<file path="src/rtl/freecell_pkg.sv">
// Shared slot-code constants, sequencer state encoding and the move command
// payload for the FreeCell move sequencer.
package freecell_pkg;

  localparam int unsigned SLOT_W = 4;

  // Slot-code classes taken from the top bits of a 4-bit slot code.
  localparam logic             SLOT_TAB      = 1'b0;     // 0ccc
  localparam logic [1:0]       SLOT_FREE     = 2'b10;    // 10ff
  localparam logic [1:0]       SLOT_HOME     = 2'b11;    // 11xx
  localparam logic [SLOT_W-1:0] HOME_DST     = 4'b1100;
  localparam logic [SLOT_W-1:0] LAST_SCAN_SRC = 4'd11;   // last free cell

  typedef enum logic [2:0] {
    S_IDLE  = 3'd0,
    S_CHECK = 3'd1,
    S_ISSUE = 3'd2,
    S_WAIT  = 3'd3,
    S_SCAN  = 3'd4,
    S_HALT  = 3'd5
  } seq_state_t;

  typedef struct packed {
    logic [SLOT_W-1:0] src;
    logic [SLOT_W-1:0] dst;
  } cmd_t;

  // A move may never take a card back out of a home pile.
  function automatic logic is_home(input logic [SLOT_W-1:0] slot);
    return slot[SLOT_W-1:SLOT_W-2] == SLOT_HOME;
  endfunction

endpackage

</file>
<file path="src/rtl/freecell_cmd_fifo.sv">
// Synchronous command FIFO with full/empty flags and a synchronous flush.
// Pointers carry one extra wrap bit to tell full from empty.
module freecell_cmd_fifo
  import freecell_pkg::*;
#(
  parameter int unsigned DEPTH = 4
) (
  input  logic clk,
  input  logic rst_n,
  input  logic clear,
  input  logic push,
  input  cmd_t din,
  input  logic pop,
  output cmd_t dout,
  output logic full,
  output logic empty
);

  localparam int unsigned AW = $clog2(DEPTH);
  localparam int unsigned PW = AW + 1;

  logic [PW-1:0] wr_ptr;
  logic [PW-1:0] rd_ptr;
  cmd_t          mem [DEPTH];

  assign empty = (wr_ptr == rd_ptr);
  assign full  = (wr_ptr[AW] != rd_ptr[AW]) && (wr_ptr[AW-1:0] == rd_ptr[AW-1:0]);
  assign dout  = mem[rd_ptr[AW-1:0]];

  // Pointer update; flush wins over any push or pop in the same cycle.
  always_ff @(posedge clk or negedge rst_n) begin
    if (!rst_n) begin
      wr_ptr <= '0;
      rd_ptr <= '0;
    end else if (clear) begin
      wr_ptr <= '0;
      rd_ptr <= '0;
    end else begin
      if (push && !full) wr_ptr <= wr_ptr + PW'(1);
      if (pop && !empty) rd_ptr <= rd_ptr + PW'(1);
    end
  end

  // Storage array; contents are don't-care until written.
  always_ff @(posedge clk) begin
    if (push && !full && !clear) mem[wr_ptr[AW-1:0]] <= din;
  end

endmodule

</file>
<file path="src/rtl/freecell_move_sequencer.sv">
// FreeCell move sequencer: queues player moves, issues them to the board over
// a req/ack handshake with timeout, counts applied moves and freezes on win.
// Optional home sweep after each good move: define FREECELL_AUTO_HOME_EN.
module freecell_move_sequencer
  import freecell_pkg::*;
#(
  parameter int unsigned FIFO_DEPTH = 4,
  parameter int unsigned TIMEOUT    = 15,
  parameter int unsigned CNT_W      = 16
) (
  input  logic             clock,
  input  logic             reset_n,
  input  logic             cmd_valid,
  output logic             cmd_ready,
  input  logic [3:0]       cmd_src,
  input  logic [3:0]       cmd_dst,
  output logic             mv_req,
  output logic [3:0]       mv_src,
  output logic [3:0]       mv_dst,
  input  logic             mv_ack,
  input  logic             mv_ok,
  input  logic             win,
  output logic             busy,
  output logic             err_illegal,
  output logic             err_timeout,
  output logic             halted,
  output logic [CNT_W-1:0] move_count
);

  localparam int unsigned WAIT_W = 8;
  localparam logic [WAIT_W-1:0] WAIT_LAST = WAIT_W'(TIMEOUT - 1);

  seq_state_t        state, state_d;
  cmd_t              hold, hold_d, fifo_dout, fifo_din;
  logic [WAIT_W-1:0] wait_cnt, wait_cnt_d;
  logic              req_d, ill_d, to_d, halt_d;
  logic [3:0]        src_d, dst_d;
  logic [CNT_W-1:0]  cnt_d;
  logic              fifo_full, fifo_empty, push_c, pop_c, flush_c, move_ok_c;
`ifdef FREECELL_AUTO_HOME_EN
  logic [3:0]        scan_idx, scan_idx_d;
  logic              any_ok, any_ok_d, auto_mv, auto_mv_d;
`endif

  // Handshake-facing flags decoded from registered state.
  assign cmd_ready   = !fifo_full && !halted;
  assign busy        = (state != S_IDLE) || !fifo_empty;
  assign push_c      = cmd_valid && cmd_ready;
  assign flush_c     = win || (state == S_HALT);
  assign move_ok_c   = mv_ack && mv_ok;
  assign fifo_din.src = cmd_src;
  assign fifo_din.dst = cmd_dst;

  freecell_cmd_fifo #(.DEPTH(FIFO_DEPTH)) u_fifo (
    .clk   (clock),
    .rst_n (reset_n),
    .clear (flush_c),
    .push  (push_c),
    .din   (fifo_din),
    .pop   (pop_c),
    .dout  (fifo_dout),
    .full  (fifo_full),
    .empty (fifo_empty)
  );

  // Next-state and next-output logic; win overrides every state.
  always_comb begin
    state_d    = state;
    hold_d     = hold;
    wait_cnt_d = wait_cnt;
    req_d      = mv_req;
    src_d      = mv_src;
    dst_d      = mv_dst;
    ill_d      = 1'b0;
    to_d       = 1'b0;
    halt_d     = halted;
    cnt_d      = move_count;
    pop_c      = 1'b0;
`ifdef FREECELL_AUTO_HOME_EN
    scan_idx_d = scan_idx;
    any_ok_d   = any_ok;
    auto_mv_d  = auto_mv;
`endif
    if (win || state == S_HALT) begin
      state_d = S_HALT;
      req_d   = 1'b0;
      halt_d  = 1'b1;
    end else begin
      case (state)
        S_IDLE: begin
          if (!fifo_empty) begin
            pop_c   = 1'b1;
            hold_d  = fifo_dout;
            state_d = S_CHECK;
`ifdef FREECELL_AUTO_HOME_EN
            auto_mv_d = 1'b0;
`endif
          end
        end
        S_CHECK: begin
          if (is_home(hold.src) || hold.src == hold.dst) begin
            ill_d   = 1'b1;
            state_d = S_IDLE;
          end else begin
            state_d = S_ISSUE;
          end
        end
        S_ISSUE: begin
          req_d      = 1'b1;
          src_d      = hold.src;
          dst_d      = hold.dst;
          wait_cnt_d = '0;
          state_d    = S_WAIT;
        end
        S_WAIT: begin
          if (mv_ack || wait_cnt == WAIT_LAST) begin
            req_d = 1'b0;
            if (move_ok_c && !(&move_count)) cnt_d = move_count + CNT_W'(1);
`ifdef FREECELL_AUTO_HOME_EN
            if (!mv_ack) to_d = 1'b1;
            else if (!mv_ok && !auto_mv) ill_d = 1'b1;
            if (auto_mv) begin
              if (scan_idx == LAST_SCAN_SRC) begin
                if (any_ok || move_ok_c) begin
                  scan_idx_d = '0;
                  any_ok_d   = 1'b0;
                  state_d    = S_SCAN;
                end else begin
                  state_d = S_IDLE;
                end
              end else begin
                scan_idx_d = scan_idx + 4'd1;
                any_ok_d   = any_ok || move_ok_c;
                state_d    = S_SCAN;
              end
            end else if (move_ok_c) begin
              scan_idx_d = '0;
              any_ok_d   = 1'b0;
              state_d    = S_SCAN;
            end else begin
              state_d = S_IDLE;
            end
`else
            if (!mv_ack) to_d = 1'b1;
            else if (!mv_ok) ill_d = 1'b1;
            state_d = S_IDLE;
`endif
          end else begin
            wait_cnt_d = wait_cnt + WAIT_W'(1);
          end
        end
`ifdef FREECELL_AUTO_HOME_EN
        S_SCAN: begin
          hold_d.src = scan_idx;
          hold_d.dst = HOME_DST;
          auto_mv_d  = 1'b1;
          state_d    = S_ISSUE;
        end
`endif
        default: state_d = S_IDLE;
      endcase
    end
  end

  // State, holding register and registered outputs.
  always_ff @(posedge clock or negedge reset_n) begin
    if (!reset_n) begin
      state       <= S_IDLE;
      hold        <= '0;
      wait_cnt    <= '0;
      mv_req      <= 1'b0;
      mv_src      <= '0;
      mv_dst      <= '0;
      err_illegal <= 1'b0;
      err_timeout <= 1'b0;
      halted      <= 1'b0;
      move_count  <= '0;
    end else begin
      state       <= state_d;
      hold        <= hold_d;
      wait_cnt    <= wait_cnt_d;
      mv_req      <= req_d;
      mv_src      <= src_d;
      mv_dst      <= dst_d;
      err_illegal <= ill_d;
      err_timeout <= to_d;
      halted      <= halt_d;
      move_count  <= cnt_d;
    end
  end

`ifdef FREECELL_AUTO_HOME_EN
  // Home-sweep bookkeeping: slot index, pass success and auto-move tag.
  always_ff @(posedge clock or negedge reset_n) begin
    if (!reset_n) begin
      scan_idx <= '0;
      any_ok   <= 1'b0;
      auto_mv  <= 1'b0;
    end else begin
      scan_idx <= scan_idx_d;
      any_ok   <= any_ok_d;
      auto_mv  <= auto_mv_d;
    end
  end
`endif

endmodule
</file>
<file path="config.mk">
export PLATFORM = sky130hd
export DESIGN_NAME = freecell_move_sequencer
export DESIGN_NICKNAME = d
export VERILOG_FILES = /design/src/rtl/freecell_pkg.sv /design/src/rtl/freecell_cmd_fifo.sv /design/src/rtl/freecell_move_sequencer.sv
export SDC_FILE = /design/constraint.sdc
export NUM_CORES = 1
export LEC_CHECK = 0
export CORE_ASPECT_RATIO = 0.7
export CORE_UTILIZATION = 50
export CTS_CLUSTER_DIAMETER = 50
export DETAILED_ROUTE_END_ITERATION = 12
export DONT_BUFFER_PORTS = 1
export SETUP_SLACK_MARGIN = 0.15
export SLEW_MARGIN = 20
export SYNTH_ARGS = -nofsm -noshare
export SYNTH_HDL_FRONTEND = slang
export SYNTH_SLANG_ARGS = --single-unit
export TNS_END_PERCENT = 30
</file>
<file path="constraint.sdc">
create_clock -name clock -period 3.24 [get_ports clock]
set_input_delay 0.324 -clock clock [delete_from_list [all_inputs] [get_ports clock]]
set_output_delay 0.324 -clock clock [all_outputs]
set_load 0.01 [all_outputs]
</file>
# Yosys cells after proc, flatten, opt, wreduce, memory -nomap -nowiden
# Memories as Yosys holds them, arrays and structs flattened. A register that Yosys moved wholly into a read port is not among the register bits.
# Cells that the tools add are included.
[word_totals]
regBits = 45
latch_bits = 0
mem_bits_rw = 32
rom_bits = 0
output_inout_bits = 30
elab_cells = 91
mem_count = 1
[classes]
add_sub_neg = 4
multipliers = 0
div_mod_pow = 0
magnitude_cmp = 0
n_eq_ne = 13
shift = 0
mux = 29
bitwise = 2
reduce_logical = 31
[memory_table]
columns = ["memory", "depth", "width", "read_ports", "rd_ports_with_merged_regs", "write_ports", "line", "source"]
rows = [
  ["u_fifo.mem", 4, 8, 1, 1, 1, "freecell_cmd_fifo.sv:24", "cmd_t mem [DEPTH];"],
]
[ops]
columns = ["cell", "count"]
rows = [
  ["3-bit 2-to-1 mux", 7],
  ["16-bit by 1-bit adder with 16-bit output (second input constant)", 1],
  ["1-bit 2-to-1 mux", 16],
  ["8-bit one-hot mux with 2 select lines", 1],
  ["16-bit AND reduction", 1],
  ["3-bit one-hot mux with 4 select lines", 1],
  ["8-bit by 1-bit adder with 8-bit output (second input constant)", 1],
  ["8-bit by 4-bit equality test with 1-bit output (second input constant)", 1],
  ["1-bit logical AND", 8],
  ["8-bit 2-to-1 mux", 1],
  ["3-bit by 1-bit adder with 3-bit output (second input constant)", 2],
  ["3-bit by 2-bit equality test with 1-bit output (second input constant)", 2],
  ["1-bit logical NOT", 6],
  ["3-bit by 2-bit != test with 1-bit output (second input constant)", 2],
  ["2-bit AND reduction", 3],
  ["3-bit AND reduction", 2],
  ["2-bit nonzero test", 3],
  ["3-bit nonzero test", 2],
  ["4-bit equality test", 1],
  ["1-bit logical OR", 4],
  ["1-bit one-hot mux with 2 select lines", 2],
  ["4-bit AND reduction", 1],
  ["3-bit by 1-bit equality test with 1-bit output (second input constant)", 1],
  ["3-bit equality test", 1],
  ["other kinds (8)", 9],
]

# Depth between registers and ports, before layout
[depth]
ltp_word = 9
mapped_depth = 7
mapped_depth_nobuf = 7

# Cells and area by module
# A second synthesis with hierarchy kept.
[hier_totals]
cells_unflattened = 297
hier_area_um2 = 3887.5
[modules_own_cells]
columns = ["module", "instances", "cells_each", "area_per_inst_um2", "seq_area_each_um2"]
rows = [
  ["freecell_move_sequencer", 1, 191, 2180.8, 1176.1],
  ["freecell_cmd_fifo", 1, 106, 1706.6, 1111.1],
]

# Worst setup path after synthesis
# No wires, ideal clock.
[synth_timing]
path_type = "reg-to-reg"
startpoint = "reg u_fifo.rd_ptr[0]"
endpoint = "mem u_fifo.mem[3][0] in the netlist's numbering, enable pin"
arrival_ps = 1643
path_slack_ps = 1266
path_stages_with_launch = 6
path_buffers = 1
path_cell_list = "dfrtp_1 -> buf_4 -> xnor2_1 -> a311oi_2 -> nor2b_1 -> and2_1"
[synth_between]
elab_chain_len = 9
[synth_rtl]
columns = ["element", "line", "source"]
rows = [
  ["start, declared", "freecell_cmd_fifo.sv:23", "logic [PW-1:0] rd_ptr;"],
  ["start signal, assigned", "freecell_cmd_fifo.sv:40", "if (pop && !empty) rd_ptr <= rd_ptr + PW'(1);"],
  ["2-bit equality test (*)", "freecell_cmd_fifo.sv:27", "assign full = (wr_ptr[AW] != rd_ptr[AW]) && (wr_ptr[AW-1:0] == rd_ptr[AW-1:0]);"],
  ["1-bit logical AND (*)", "freecell_cmd_fifo.sv:27", ""],
  ["1-bit logical NOT (*)", "freecell_cmd_fifo.sv:46, freecell_move_sequencer.sv:46", ""],
  ["1-bit logical AND", "freecell_move_sequencer.sv:46", "assign cmd_ready = !fifo_full && !halted;"],
  ["1-bit logical AND", "freecell_move_sequencer.sv:48", "assign push_c = cmd_valid && cmd_ready;"],
  ["1-bit logical AND (*) (2 in series)", "freecell_cmd_fifo.sv:46", "if (push && !full && !clear) mem[wr_ptr[AW-1:0]] <= din;"],
  ["1-bit 2-to-1 mux (*)", "freecell_cmd_fifo.sv:46", ""],
  ["1-bit 2-to-1 mux (not written as such) (*)", "freecell_cmd_fifo.sv:46", ""],
  ["end, declared", "freecell_cmd_fifo.sv:24", ""],
]
# Every way passes the cells marked *; elsewhere a longest branch is shown, timed or not.

# Worst setup path after layout
[layout_timing]
startpoint = "reg u_fifo.rd_ptr[1]"
endpoint = "mem u_fifo.mem[1][7] in the netlist's numbering, enable pin"
# The elaborated chain is that of the path after synthesis.

==> run_results.csv <==
group,metric,value,unit
yosys,synth_edf_count,32,
timing,fin_skew,0.00874,ns
worst_setup_path,crit_type,"reg2reg",
worst_setup_path,critical-path-top-delay-family,"simple AND/OR/NAND/NOR gates",
power,p_comb_frac,0.010,
floorplan,start_util,0.516,
worst_setup_path,critPathSlowestCell,"dfrtp_1",
yosys,syn-cell-area,3780,um2
layout,fillers,639,
floorplan,dieArea,7910,um2
layout,area_growth,8.48,%
hold_path,hold_class,"in2reg",
timing,finalCritPeriodShare,0.720,
timing,grt_setup_unrepaired,"no",
route,num_vias,2205,
place,routabilityCongestion,0.763,
floorplan,fp.dieH,74.7,um
yosys,synth.most_common_cell,"dfrtp_1",
worst_setup_path,worstPathRequired,3.25,ns
global_routing,grt_pass1_wl,11.0,mm
timing,setup_ws,0.906,ns
worst_setup_path,reg2reg_depth,4,
layout,seq_area,2290,um2
cts,clkLatencyLatePin,0.36,ns
place,port-buffer-count,0,
route,drt_pass1_iterations,4,
power,vdd_ir_drop_max,275,uV
timing,drv_slew,0,
timing,max_slew_margin,0.559,
power,power_density,455,nW/um2
timing,fmax,429,MHz
power,sw_frac_of_total,0.211,
timing,tns,0,ns
hold_path,min_path_cells,1,
floorplan,die_w,106,um
yosys,seq_area_frac_synth,0.605,
cts,cts_tree,"built",
floorplan,pin_count,44,
worst_setup_path,crit_buf_inv,0,
worst_setup_path,cp_cell_sequence,"xnor2_1, a311oi_2, nor2b_1, and2_1",
yosys,synth_nets,303,
global_routing,grt_pass1_vias,2094,
yosys,synthCells,281,
cts,post_cts_resized,0,
yosys,syn_area_per_cell,13.4,um2
floorplan,coreArea,7320,um2
worst_setup_path,cp-start-kind,"flop",
yosys,synth_warnings,0,
power,p_leak,1.69,nW
place,dp_slack,0.893,ns
route,vias_per_cell,5.64,
layout,nets,310,
cts,clkSinkCount,85,
route,wl_per_cell,17.7,um
timing,fin_crit,2.33,ns
layout,drive_gt1_frac,0.143,
route,drt_iter0_drc,104,
route,drtAntennaViolNets,0,
run,max-cap-violations,0,
global_routing,grt_max_degree,54,
yosys,ys.flop_type,"dfrtp_1",
route,route.detailed.drc,0,
worst_setup_path,cp.arrival,2.35,ns
global_routing,antenna_found_initial,0,
timing,fin_hold_ws,0.0380,ns
power,power.internal,1.47,mW
cts,h-tree-depth,3,
yosys,synth_cell_types,49,
global_routing,gr-total-overflow,0,
place,post-dp-hpwl,4.74,mm
power,clkPwrFrac,0.392,
layout,fin_cells,391,
route,wl,6.92,mm
cts,cts_buffer_depth,2,
cts,path_clk_slew,0.08,ns
yosys,async_flop_share,0.624,
worst_setup_path,critPathMaxFanout,11,
worst_setup_path,crit_path_max_incr_delay,0.64,ns
floorplan,rows,26,
global_routing,grtUsageTotal,0.192,
cts,cts_buffers,9,
yosys,synth_top_area_share,0.351,
yosys,synth_top_area_cell,"dfrtp_1",
worst_setup_path,crit_cells,4,
run_status,status,"finished, final reports clean",
timing,worst_pin_slew,0.659,ns
timing,setup_violations,0,
power,p_sw,0.394,mW
power,pwr-share-seq,0.598,
yosys,synth.ff_latch_count,85,
power,power,1.86,mW
timing,finalHoldViolations,0,
layout,antenna_cells,0,
yosys,ys_top_cells_by_count,"dfrtp_1, edfxtp_1, nor2_1, nand2_1, xor2_1",
cts,root_buffer,"clkbuf_8",
yosys,synth_area_leaders,"dfrtp_1, edfxtp_1, mux4_2",
place,place_inst,373,
worst_setup_path,end_kind,"flop",
layout,multiInputGateArea,1420,um2
## worst register-to-register path, cell delays in order (launching register included)
cell and delay, ns:
dfrtp_1 0.64, xnor2_1 0.24, a311oi_2 0.41, nor2b_1 0.26, and2_1 0.43
## placed cells by master, fill, tap and decap left out, types with 2 or more instances in the layout
cell and n:
xnor2_1 12, o21ai_1 2, inv_1 5, xor2_1 13
mux2_1 10, a21oi_1 6, ha_1 8, nand2b_1 4
clkinv_1 2, nand4b_1 2, o21ai_0 7, and3_1 5
buf_4 3, mux4_2 8, nand3_1 6, nand2_1 18
dfrtp_1 53, nor2b_1 3, nand4_1 7, nor3_1 6
nor2_1 22, a31oi_1 6, edfxtp_1 32, mux2_2 9
and2_1 5, clkinvlp_4 2, o2111ai_1 2, clkbuf_8 9
## sequential cells by signal, summed over array words and instances (netlist names)
register       count
state              3
mv_req             1
u_fifo.mem        32
u_fifo.rd_ptr      3
err_illegal        1
mv_src             4
u_fifo.wr_ptr      3
move_count        16
wait_cnt           8
hold               8
halted             1
err_timeout        1
mv_dst             4
## cell families (layout without fill, tap and decap cells)
group	after synthesis	count (layout)	share of synthesized area
flops	85	85	0.605
mux	27	27	0.104
buf+inv	14	26	0.0189
xor+xnor	25	25	0.0580
fa+ha+maj	8	8	0.0265
simple gates	90	90	0.128
compound gates	32	32	0.0586
## area by class of cell
type,instances,area share
Tap cell,98,0.0299
Multi-Input combinational cell,182,0.346
Clock buffer,9,0.0302
Clock inverter,7,0.0162
Sequential cell,85,0.558
Inverter,5,0.00458
Timing Repair Buffer,5,0.0147
## path summary, 6_finish.rpt
check	to	startpoint	slack [ns]
min in group asynchronous	wait_cnt[7]$_DFFE_PN0P_	reset_n	0.47
min	mv_req$_DFFE_PN0P_	win	0.04
max	u_fifo.mem[1][7]$_DFFE_PP_	u_fifo.rd_ptr[1]$_DFFE_PN0P_	0.91
max reg2reg	u_fifo.mem[1][7]$_DFFE_PP_	u_fifo.rd_ptr[1]$_DFFE_PN0P_	0.91
max in group asynchronous	move_count[2]$_DFFE_PN0P_	reset_n	2.54
min reg2reg	hold[1]$_DFFE_PN0P_	hold[1]$_DFFE_PN0P_	0.54
## what timing repair did
action | in CTS | in global routing
hold buffers | 2 | 0
setup buffers | 0 | 0
hold endpoints to repair | 53 | 0
## through the flow
step / area (um2) / utilization
finish: 4100 / 0.560
global route: 4100 / 0.560
CTS: 4100 / 0.560
detailed placement: 3870 / 0.529
global placement: 3870 / 0.529
floorplan: 3780 / -
## routing by layer
| metal | part of all wire | wire, um | GRT usage | up-vias |
|---|---|---|---|---|
| met5 | 0 | 0 | 0 | - |
| met4 | 0.012 | 86 | 0.0880 | 0 |
| met3 | 0.073 | 507 | 0.0693 | 9 |
| met2 | 0.41 | 2810 | 0.251 | 58 |
| met1 | 0.51 | 3520 | 0.283 | 1098 |
| li1 | - | - | - | 1040 |
## power by group through the flow
stage	Clock (mW)	Sequential, mW	Combinational [mW]
2_1_floorplan	0	1.14	0.00168
3_3_place_gp	0	1.14	0.00190
3_5_place_dp	0	1.14	0.00177
4_1_cts	0.759	1.12	0.0206
5_1_grt	0.793	1.12	0.0223
6_report	0.730	1.12	0.0192
Power figures use the tool's default switching activity.
